--- config.mk ---
export PLATFORM = sky130hd
export DESIGN_NAME = morse_key_decoder
export DESIGN_NICKNAME = d
export VERILOG_FILES = /design/src/rtl/morse_key_decoder.sv
export SDC_FILE = /design/constraint.sdc
export NUM_CORES = 1
export LEC_CHECK = 0
export BUFFER_PORTS_ARGS = -buffer_cell sky130_fd_sc_hd__buf_2
export CAP_MARGIN = 10
export CORE_MARGIN = 10
export CORE_UTILIZATION = 56
export DETAILED_ROUTE_END_ITERATION = 10
export PLACE_DENSITY_LB_ADDON = 0.2
export SETUP_SLACK_MARGIN = 0.3
export SLEW_MARGIN = 20
export SYNTH_ARGS = -nofsm -noshare
export SYNTH_HDL_FRONTEND = slang
export SYNTH_SLANG_ARGS = --single-unit
--- constraint.sdc ---
create_clock -name clk -period 2.8 [get_ports clk]
set_clock_uncertainty 0.05 [all_clocks]
set_input_delay 0.28 -clock clk [delete_from_list [all_inputs] [get_ports clk]]
set_output_delay 0.28 -clock clk [all_outputs]
set_load 0.02 [all_outputs]
--- src/rtl/morse_key_decoder.sv ---
// Player-side Morse key decoder: captures keyed pattern per unit tick and judges it against the target.
// Optional build macro MORSE_TIMEOUT_EN adds a no-press timeout in WAIT_KEY.
module morse_key_decoder #(
    parameter int GAP_UNITS     = 3,
    parameter int TIMEOUT_UNITS = 20
) (
    input  logic        clk,
    input  logic        reset,
    input  logic        tick,
    input  logic        arm,
    input  logic [12:0] target,
    input  logic        key_n,
    output logic [12:0] captured,
    output logic        busy,
    output logic        done,
    output logic        win,
    output logic        lose
);

    // state    | meaning
    // IDLE     | no attempt, outputs cleared
    // WAIT_KEY | armed, waiting for the first pressed tick
    // CAPTURE  | recording one key level per tick
    // DONE     | verdict held until next arm
    typedef enum logic [1:0] {
        IDLE     = 2'd0,
        WAIT_KEY = 2'd1,
        CAPTURE  = 2'd2,
        DONE     = 2'd3
    } state_t;

    localparam logic [2:0] GAP_LIM = 3'(GAP_UNITS);

    if (GAP_UNITS < 1 || GAP_UNITS > 7) begin : g_bad_gap
        $error("GAP_UNITS out of range 1..7");
    end
    if (TIMEOUT_UNITS < 1 || TIMEOUT_UNITS > 255) begin : g_bad_timeout
        $error("TIMEOUT_UNITS out of range 1..255");
    end

    state_t      state, state_next;
    logic [3:0]  idx, idx_next;
    logic [2:0]  gap, gap_next;
    logic [12:0] target_q, target_next;
    logic [12:0] captured_next;
    logic        win_next, lose_next, done_next;
    logic        key_meta, key_sync;
    logic        key;

    always_ff @(posedge clk) begin
        if (reset) begin
            key_meta <= 1'b1;
            key_sync <= 1'b1;
        end else begin
            key_meta <= key_n;
            key_sync <= key_meta;
        end
    end

    assign key = ~key_sync;

`ifdef MORSE_TIMEOUT_EN
    localparam logic [7:0] TMO_LIM = 8'(TIMEOUT_UNITS);
    logic [7:0] tmo_cnt, tmo_next;

    always_ff @(posedge clk) begin
        if (reset) tmo_cnt <= 8'd0;
        else       tmo_cnt <= tmo_next;
    end
`endif

    always_ff @(posedge clk) begin
        if (reset) begin
            state    <= IDLE;
            idx      <= 4'd1;
            gap      <= 3'd0;
            target_q <= 13'd0;
            captured <= 13'd0;
            win      <= 1'b0;
            lose     <= 1'b0;
            done     <= 1'b0;
        end else begin
            state    <= state_next;
            idx      <= idx_next;
            gap      <= gap_next;
            target_q <= target_next;
            captured <= captured_next;
            win      <= win_next;
            lose     <= lose_next;
            done     <= done_next;
        end
    end

    always_comb begin
        state_next    = state;
        idx_next      = idx;
        gap_next      = gap;
        target_next   = target_q;
        captured_next = captured;
        win_next      = win;
        lose_next     = lose;
        done_next     = 1'b0;
`ifdef MORSE_TIMEOUT_EN
        tmo_next      = tmo_cnt;
`endif

        // arm outranks tick everywhere, so a coincident tick is simply dropped
        if (arm) begin
            state_next    = WAIT_KEY;
            idx_next      = 4'd1;
            gap_next      = 3'd0;
            target_next   = target;
            captured_next = 13'd0;
            win_next      = 1'b0;
            lose_next     = 1'b0;
`ifdef MORSE_TIMEOUT_EN
            tmo_next      = 8'd0;
`endif
        end else if (tick) begin
            case (state)
                WAIT_KEY: begin
                    if (key) begin
                        captured_next[1] = 1'b1;
                        idx_next         = 4'd2;
                        gap_next         = 3'd0;
                        state_next       = CAPTURE;
                    end else begin
`ifdef MORSE_TIMEOUT_EN
                        tmo_next = tmo_cnt + 8'd1;
                        if (tmo_next == TMO_LIM) begin
                            captured_next = 13'd0;
                            win_next      = 1'b0;
                            lose_next     = 1'b1;
                            done_next     = 1'b1;
                            state_next    = DONE;
                        end
`endif
                    end
                end
                CAPTURE: begin
                    captured_next[idx] = key;
                    idx_next           = idx + 4'd1;
                    if (key)             gap_next = 3'd0;
                    else if (gap != 3'd7) gap_next = gap + 3'd1;
                    // bit 12 is the last slot; running out of room ends the letter
                    if (idx == 4'd12 || gap_next == GAP_LIM) begin
                        win_next   = (captured_next == target_q);
                        lose_next  = (captured_next != target_q);
                        done_next  = 1'b1;
                        state_next = DONE;
                    end
                end
                default: ;
            endcase
        end
    end

    assign busy = (state == WAIT_KEY) || (state == CAPTURE);

endmodule

==> results of run 1 <==
==> state kept, by name, summed over array words and instances, names as in the netlist <==
signal	flops
captured	13
done	1
gap	3
idx	4
key_meta	1
key_sync	1
lose	1
state	2
target_q	13
win	1
==> report_power, final <==
part           total, mW  switching (mW)  internal [mW]  leakage [nW]
sequential         0.598          0.0148          0.583         0.327
clock              0.356           0.187          0.169        0.0410
combinational      0.118          0.0632         0.0551         0.721
==> area by class of cell <==
class                   count  area, sq um  share of cell area
clock inverters             1         5.00             0.00192
flip-flops and latches     40          807               0.309
inverters                  12         47.5              0.0182
multi-input cells         188         1340               0.514
clock buffers               6         72.6              0.0278
repair buffers             48          275               0.105
well taps                  48         60.1              0.0230
==> synthesized netlist by cell type (3+ instances only) <==
library cell,count
dfxtp_1,40
nor2_1,27
mux2i_1,21
a21oi_1,18
nand2_1,15
clkbuf_1,13
inv_1,12
a311oi_1,10
ha_1,7
nor2b_1,7
o21ai_0,7
nand3b_1,6
nor3b_1,6
a211oi_1,5
nand2b_1,5
nand3_1,5
xnor2_1,5
or2_2,4
a2bb2oi_1,3
buf_2,3
nor3_1,3
==> layer usage <==
| metal | vias up | wire length (um) |
|---|---|---|
| met1 | 956 | 2610 |
| met3 | 14 | 439 |
| met4 | 0 | 129 |
| met5 | - | 0 |
| met2 | 76 | 2620 |
| li1 | 1003 | - |
==> kinds of logic after synthesis <==
family,after synthesis
muxes,25
buffers and inverters,31
and+or+nand+nor,94
AOI/OAI and AO/OA,57
adders and majority gates,7
DFF,40
xor gates and xnor gates,5
==> how the worst min path moves through the flow <==
stage,start,end,slack (ps),depth (start not counted)
final,key_n,key_meta,120,2
after CTS,key_n,key_meta,120,2
after floorplan,key_n,key_meta,330,1
after global placement,key_meta,key_sync,340,1
after detailed placement,key_meta,key_sync,360,1
after global routing,key_n,key_meta,120,2
==> timing repair <==
item | 4_1_cts | 5_1_grt
pin swaps | 1 | 1
gates resized for setup | 6 | 8
setup buffers | 3 | 0
setup endpoints to repair | 1 | 2
cloned | 0 | 0
==> critical path: stages, from the launching register on <==
cell and delay, ps:
dfxtp_2 360, inv_2 60, ha_4 160, nand3b_1 120, mux2_4 310, or4_4 520, or4_4 520, o31a_1 240
==> results_dict.tcl, run 1 <==
set metrics [dict create \
    dieArea_sq_mm 0.00689 \
    dieHeight_um 83.0 \
    numCtsBuffers 5 \
    synth-seq-cells 40 \
    clk_pin_slew_ps 70 \
    postCtsHoldBufs 0 \
    synthAdderAreaFrac 0.0394 \
    die_x_um 83.0 \
    synth_edf_count 0 \
    n_fill_cell 331 \
    r2r_end "lose" \
    synthesis.area_sq_mm 0.00222 \
    finalSetupViolCount 0 \
    wire_per_inst_um 16.9 \
    peakVddDrop_mv 0.335 \
    cts.sinks 40 \
    drv_slew 0 \
    finalCritPeriodShare 0.875 \
    dr.pass1.iters 4 \
    clock_latency_ps 290 \
    coreArea_sq_mm 0.00374 \
    port_buffers 34 \
    via_count 2049 \
    grt.total_usage 0.166 \
    cts_tree "yes" \
    cp.arrival_ps 2590 \
    use_met2 0.244 \
    crit_type "reg2reg" \
    drtIter0Drc 211 \
    grt_pass1_vias 1960 \
    hold_ws_ps 120 \
    synth-simple-area-share 0.233 \
    nNetsFinal 320 \
    synthArstFlopShare 0 \
    power_mw 1.07 \
    io_pins 35 \
    min_path_type "in2reg" \
    worst_r2r_path_depth 7 \
    antenna_found_initial 0 \
    dp_hpwl_mm 4.26 \
    ant_nets 0 \
    routed_via_density 5.97 \
    synth_top_area_share 0.360 \
    postSynthAreaPerCell_sq_um 8.58 \
    post-place-ws_ps 238 \
    cp.required_ps 2940 \
    fin_setup_tns_ps 0 \
    r2r_slack_ps 350 \
    synth_top_family_by_area "simple AND/OR/NAND/NOR gates" \
    postLayoutCoreUtil 0.697 \
    place.gp.congestion 0.936 \
    synth_area_leaders "dfxtp_1 36%, mux2i_1 9.5%, nor2_1 4.6%" \
    start_util 0.594 \
    yosysWarnings 0 \
    busiest_layer "met2" \
    synth-xor-area-share 0.0197 \
    layout_common_cells "37 x dfxtp_1, 34 x buf_2, 27 x nor2_1" \
    synth_top_cell_by_area "dfxtp_1" \
    drv_cap 0 \
    dp_cells 333 \
    gr-total-overflow 0 \
    crit_path_end "lose" \
    synth-compound-area-share 0.174 \
    use_met1 0.224 \
    rsz0062_at_grt "no" \
    cts_root_buffer "clkbuf_8" \
    crit_path_start_kind "flip-flop" \
    clock_path_buffers 2 \
    powerDensity_mw_per_mm2 411 \
    use_met3 0.0459 \
    antenna_cells 0 \
    ys_types 48 \
    timing.rr.start "idx[1]" \
    synth_mux_area_frac 0.116 \
    rows 22 \
    grt_max_degree 24 \
    fin_crit_ps 2450 \
    report.final.hold_viol_count 0 \
    tightest_slew_ps 588 \
    area_growth_pct 17.4 \
    grt_pass1_wl_mm 9.83 \
    stdcell_area_sq_mm 0.00261 \
    cts_max_level 2 \
    drt_wl_total_mm 5.79 \
    status "finished clean" \
    power.leakage_nw 1.09 \
    slew_headroom 0.606 \
    synth-main-ff-cell "dfxtp_1" \
    ys_seq_area_frac 0.360 \
    endpoint_kind "flip-flop" \
    final_common_cell "dfxtp_1" \
    syn_nets 284 \
    final_cells 343 \
    layout_setup_ws_ps 350 \
    drive_above_1_share 0.254 \
    crit_path_start "idx[1]" \
    place_area_sq_mm 0.00246 \
    path_max_fanout 3 \
    drcViolationCount 0 \
    max_clock_freq_ghz 0.408 \
    synthCells 259 \
]
Note: power is estimated with default switching activity, not from simulation.
==> run 2, diff against run 1 <==
MAX_ROUTING_LAYER = met4   (was not set)
==> results_dict.tcl, run 2 (synthesis gave the netlist of run 1 again) <==
set metrics [dict create \
    endpoint_kind "flip-flop" \
    drcViolationCount 0 \
    min_path_type "in2reg" \
    p_comb_frac 0.105 \
    port_buffers 34 \
    die_x_um 83.0 \
    drtIter0Drc 223 \
    layout_common_cells "38 x dfxtp_1, 34 x buf_2, 27 x nor2_1" \
    cts_tree "yes" \
    max_clock_freq_ghz 0.400 \
    status "finished clean" \
    hp-start "key_n" \
    antenna_cells 0 \
    grt_pass1_wl_mm 9.35 \
    peakVddDrop_mv 0.392 \
    rsz0062_at_grt "yes" \
    dp_cells 334 \
    p_int_mw 0.857 \
    cts_root_buffer "clkbuf_8" \
    place.gp.congestion 0.937 \
    drive_above_1_share 0.264 \
    rows 22 \
    seqPwrFrac 0.533 \
    drt_wl_total_mm 5.80 \
    wire_per_inst_um 16.9 \
    n_fill_cell 318 \
    crit_path_start_kind "flip-flop" \
    layout_setup_ws_ps 299 \
    clk_pin_slew_ps 70 \
    start_util 0.594 \
    dieArea_sq_mm 0.00689 \
    grt.total_usage 0.165 \
    whs_path_depth 2 \
    dp_hpwl_mm 4.27 \
    io_pins 35 \
    switching_share 0.237 \
    drv_cap 0 \
    final_common_cell "dfxtp_1" \
    path_max_fanout 6 \
    clock_power_share 0.362 \
    timing.rr.start "idx[0]" \
    cp.required_ps 2940 \
    routed_via_density 5.92 \
    gr-total-overflow 0 \
    ant_nets 0 \
    clock_latency_ps 300 \
    slew_headroom 0.605 \
    fin_crit_ps 2500 \
    grt_max_degree 24 \
    r2r_slack_ps 300 \
    powerDensity_mw_per_mm2 427 \
    post-place-ws_ps 230 \
    crit_type "reg2reg" \
    r2r_end "lose" \
    cp.arrival_ps 2640 \
    tightest_slew_ps 590 \
    p_sw_mw 0.266 \
    final_cells 344 \
    hold_ws_ps 109 \
    min_to "key_meta" \
    cts.sinks 40 \
    dr.pass1.iters 4 \
    grt_pass1_vias 1866 \
    finalSetupViolCount 0 \
    dieHeight_um 83.0 \
    numCtsBuffers 5 \
    cts_max_level 2 \
    finalCritPeriodShare 0.893 \
    area_growth_pct 18.2 \
    power.leakage_nw 1.10 \
    antenna_found_initial 0 \
    coreArea_sq_mm 0.00374 \
    drv_slew 0 \
    via_count 2036 \
    fin_setup_tns_ps 0 \
    clock_path_buffers 2 \
    worst_r2r_path_depth 7 \
    report.final.hold_viol_count 0 \
    reg.largest.list "captured x13, target_q x13, idx x4" \
    nNetsFinal 321 \
]
-- run 2: per-stage QoR --
stage	util	area (sq um)	total power, mW
final	0.702	2630	1.12
after global routing	0.702	2630	1.17
after CTS	0.694	2600	1.12
after detailed placement	0.659	2470	0.721
after global placement	0.659	2470	0.719
after floorplan	-	2230	0.686
-- run 2: worst max path at each step --
stage          cells after the start   end  startpoint
3_3_place_gp                       7  lose      idx[0]
3_5_place_dp                       7  lose      idx[0]
6_report                           7  lose      idx[0]
4_1_cts                            7  lose      idx[1]
5_1_grt                            7  lose      idx[0]
2_1_floorplan                      7  lose      idx[0]
-- run 2: power by group through the flow --
| stage | clock network [mW] | logic [mW] | registers, mW |
|---|---|---|---|
| floorplan | 0 | 0.0795 | 0.606 |
| global placement | 0 | 0.109 | 0.610 |
| detailed placement | 0 | 0.110 | 0.611 |
| CTS | 0.413 | 0.113 | 0.597 |
| global route | 0.439 | 0.131 | 0.600 |
| finish | 0.407 | 0.118 | 0.598 |
-- run 2: repair_timing --
action,CTS,global route
pin swaps,1,5
buffers inserted,2,1
hold buffers,0,0
gates resized for setup,6,7
endpoints found under the setup margin,1,2
-- run 2: area by class of cell --
cell class                      count  area, sq um  area share
Timing Repair Buffer               49          283       0.108
Multi-Input combinational cell    188         1340       0.508
Inverter                           12         47.5      0.0181
Clock buffer                        7         96.3      0.0366
Sequential cell                    40          806       0.307
Tap cell                           48         60.1      0.0228
-- run 2: metal layers --
layer,part of all wire,track usage
met1,0.46,0.213
met2,0.45,0.227
met3,0.077,0.0605
met4,0.018,0.0631
met5,0,-
-- run 2: worst max-delay path: stages (launching register included) --
cell      delay, ps
dfxtp_4         400
inv_4            50
ha_4            160
nand3b_1        130
mux2_4          320
or4_4           510
or4_4           530
o31a_1          240
==> run 3, diff against run 2 <==
PLACE_DENSITY = 0.79   (was not set)
PLACE_DENSITY_LB_ADDON = not set   (was 0.2)
==> results_dict.tcl, run 3 (synthesis gave the netlist of run 1 again) <==
set metrics [dict create \
    area_growth_pct 14.2 \
    finalSetupViolCount 0 \
    drv_cap 0 \
    drive_above_1_share 0.240 \
    report.final.hold_viol_count 0 \
    dr.pass1.iters 4 \
    cp.arrival_ps 2570 \
    antenna_found_initial 0 \
    crit_buf_inv 1 \
    path_max_fanout 5 \
    worst_r2r_path_depth 7 \
    power.leakage_nw 1.06 \
    cts_max_level 2 \
    rows 22 \
    nNetsFinal 315 \
    rsz0062_at_grt "no" \
    cts.sinks 40 \
    fin_setup_tns_ps 0 \
    r2r_slack_ps 370 \
    drt_wl_total_mm 5.78 \
    dp_hpwl_mm 4.16 \
    powerDensity_mw_per_mm2 417 \
    power_mw 1.06 \
    max_clock_freq_ghz 0.411 \
    dp_cells 330 \
    finalCritPeriodShare 0.869 \
    cts_tree "yes" \
    layout_common_cells "37 x dfxtp_1, 34 x buf_2, 27 x nor2_1" \
    crit_path_start_kind "flip-flop" \
    reg.largest.list "captured x13, target_q x13, idx x4" \
    whs_path_depth 2 \
    coreArea_sq_mm 0.00374 \
    dieHeight_um 83.0 \
    crit_path_top_delay_cell "or4_1" \
    critPathTopFamily "simple AND/OR/NAND/NOR gates" \
    peakVddDrop_mv 0.300 \
    io_pins 35 \
    routed_via_density 5.99 \
    hp-start "key_n" \
    dieArea_sq_mm 0.00689 \
    clock_path_buffers 2 \
    start_util 0.594 \
    wire_per_inst_um 17.2 \
    drv_slew 0 \
    min_to "key_meta" \
    timing.rr.start "idx[0]" \
    status "finished clean" \
    drtIter0Drc 160 \
    port_buffers 34 \
    drcViolationCount 0 \
    grt.total_usage 0.169 \
    final_cells 336 \
    min_path_type "in2reg" \
    max_stage_delay_ps 510 \
    final_common_cell "dfxtp_1" \
    endpoint_kind "flip-flop" \
    r2r_end "lose" \
    crit_type "reg2reg" \
    cts_root_buffer "clkbuf_8" \
    cp.required_ps 2940 \
    gr-total-overflow 0 \
    grt_pass1_vias 1947 \
    grt_max_degree 29 \
    fin_crit_ps 2430 \
    numCtsBuffers 5 \
    ant_nets 0 \
    die_x_um 83.0 \
    place.gp.congestion 0.893 \
    tightest_slew_ps 618 \
    slew_headroom 0.586 \
    clk_pin_slew_ps 70 \
    worstPathCellList "inv_2, ha_2, nand3b_1, mux2_4, or4_1, or4_4, o31a_1" \
    via_count 2011 \
    grt_pass1_wl_mm 9.69 \
    clock_latency_ps 300 \
    antenna_cells 0 \
]
==> run 3: routing by layer <==
metal,up-vias,part of all wire,GRT usage
met5,-,0,-
met4,0,0.016,0.0446
met3,10,0.055,0.0498
met2,65,0.47,0.260
met1,950,0.46,0.211
li1,986,-,-
==> run 3: report_power, final <==
group	internal (mW)	leakage (nW)	switching [mW]
sequential	0.583	0.327	0.0145
clock	0.161	0.0359	0.188
combinational	0.0516	0.692	0.0609
total	0.795	1.06	0.263
==> run 3: what timing repair did <==
| item | 4_1_cts | 5_1_grt |
|---|---|---|
| setup endpoints to repair | 1 | 2 |
| gates resized for setup | 6 | 4 |
| setup buffers | 1 | 0 |
| hold buffers | 0 | 0 |
| pin swaps | 1 | 2 |
==> run 3: worst max path at each step <==
stage,slack (ps),cells past startpoint,start,endpoint
3_3_place_gp,270,7,idx[0],lose
3_5_place_dp,250,7,idx[0],lose
5_1_grt,320,7,idx[0],lose
2_1_floorplan,330,7,idx[0],lose
4_1_cts,310,7,idx[0],lose
6_report,370,7,idx[0],lose
==> run 3: layout make-up <==
class,count,area (sq um)
Fill cell,331,1200
Timing Repair Buffer,43,238
Inverter,12,45.0
Sequential cell,40,807
Clock buffer,5,68.8
Tap cell,48,60.1
Multi-Input combinational cell,188,1320
==> run 3: metrics by stage <==
step	hold slack (ps)	util	setup slack (ps)	instance area [sq um]
after floorplan	334	-	327	2230
after CTS	116	0.674	308	2520
after detailed placement	357	0.651	252	2440
after global placement	350	0.651	267	2440
final	117	0.678	367	2540
after global routing	116	0.678	316	2540
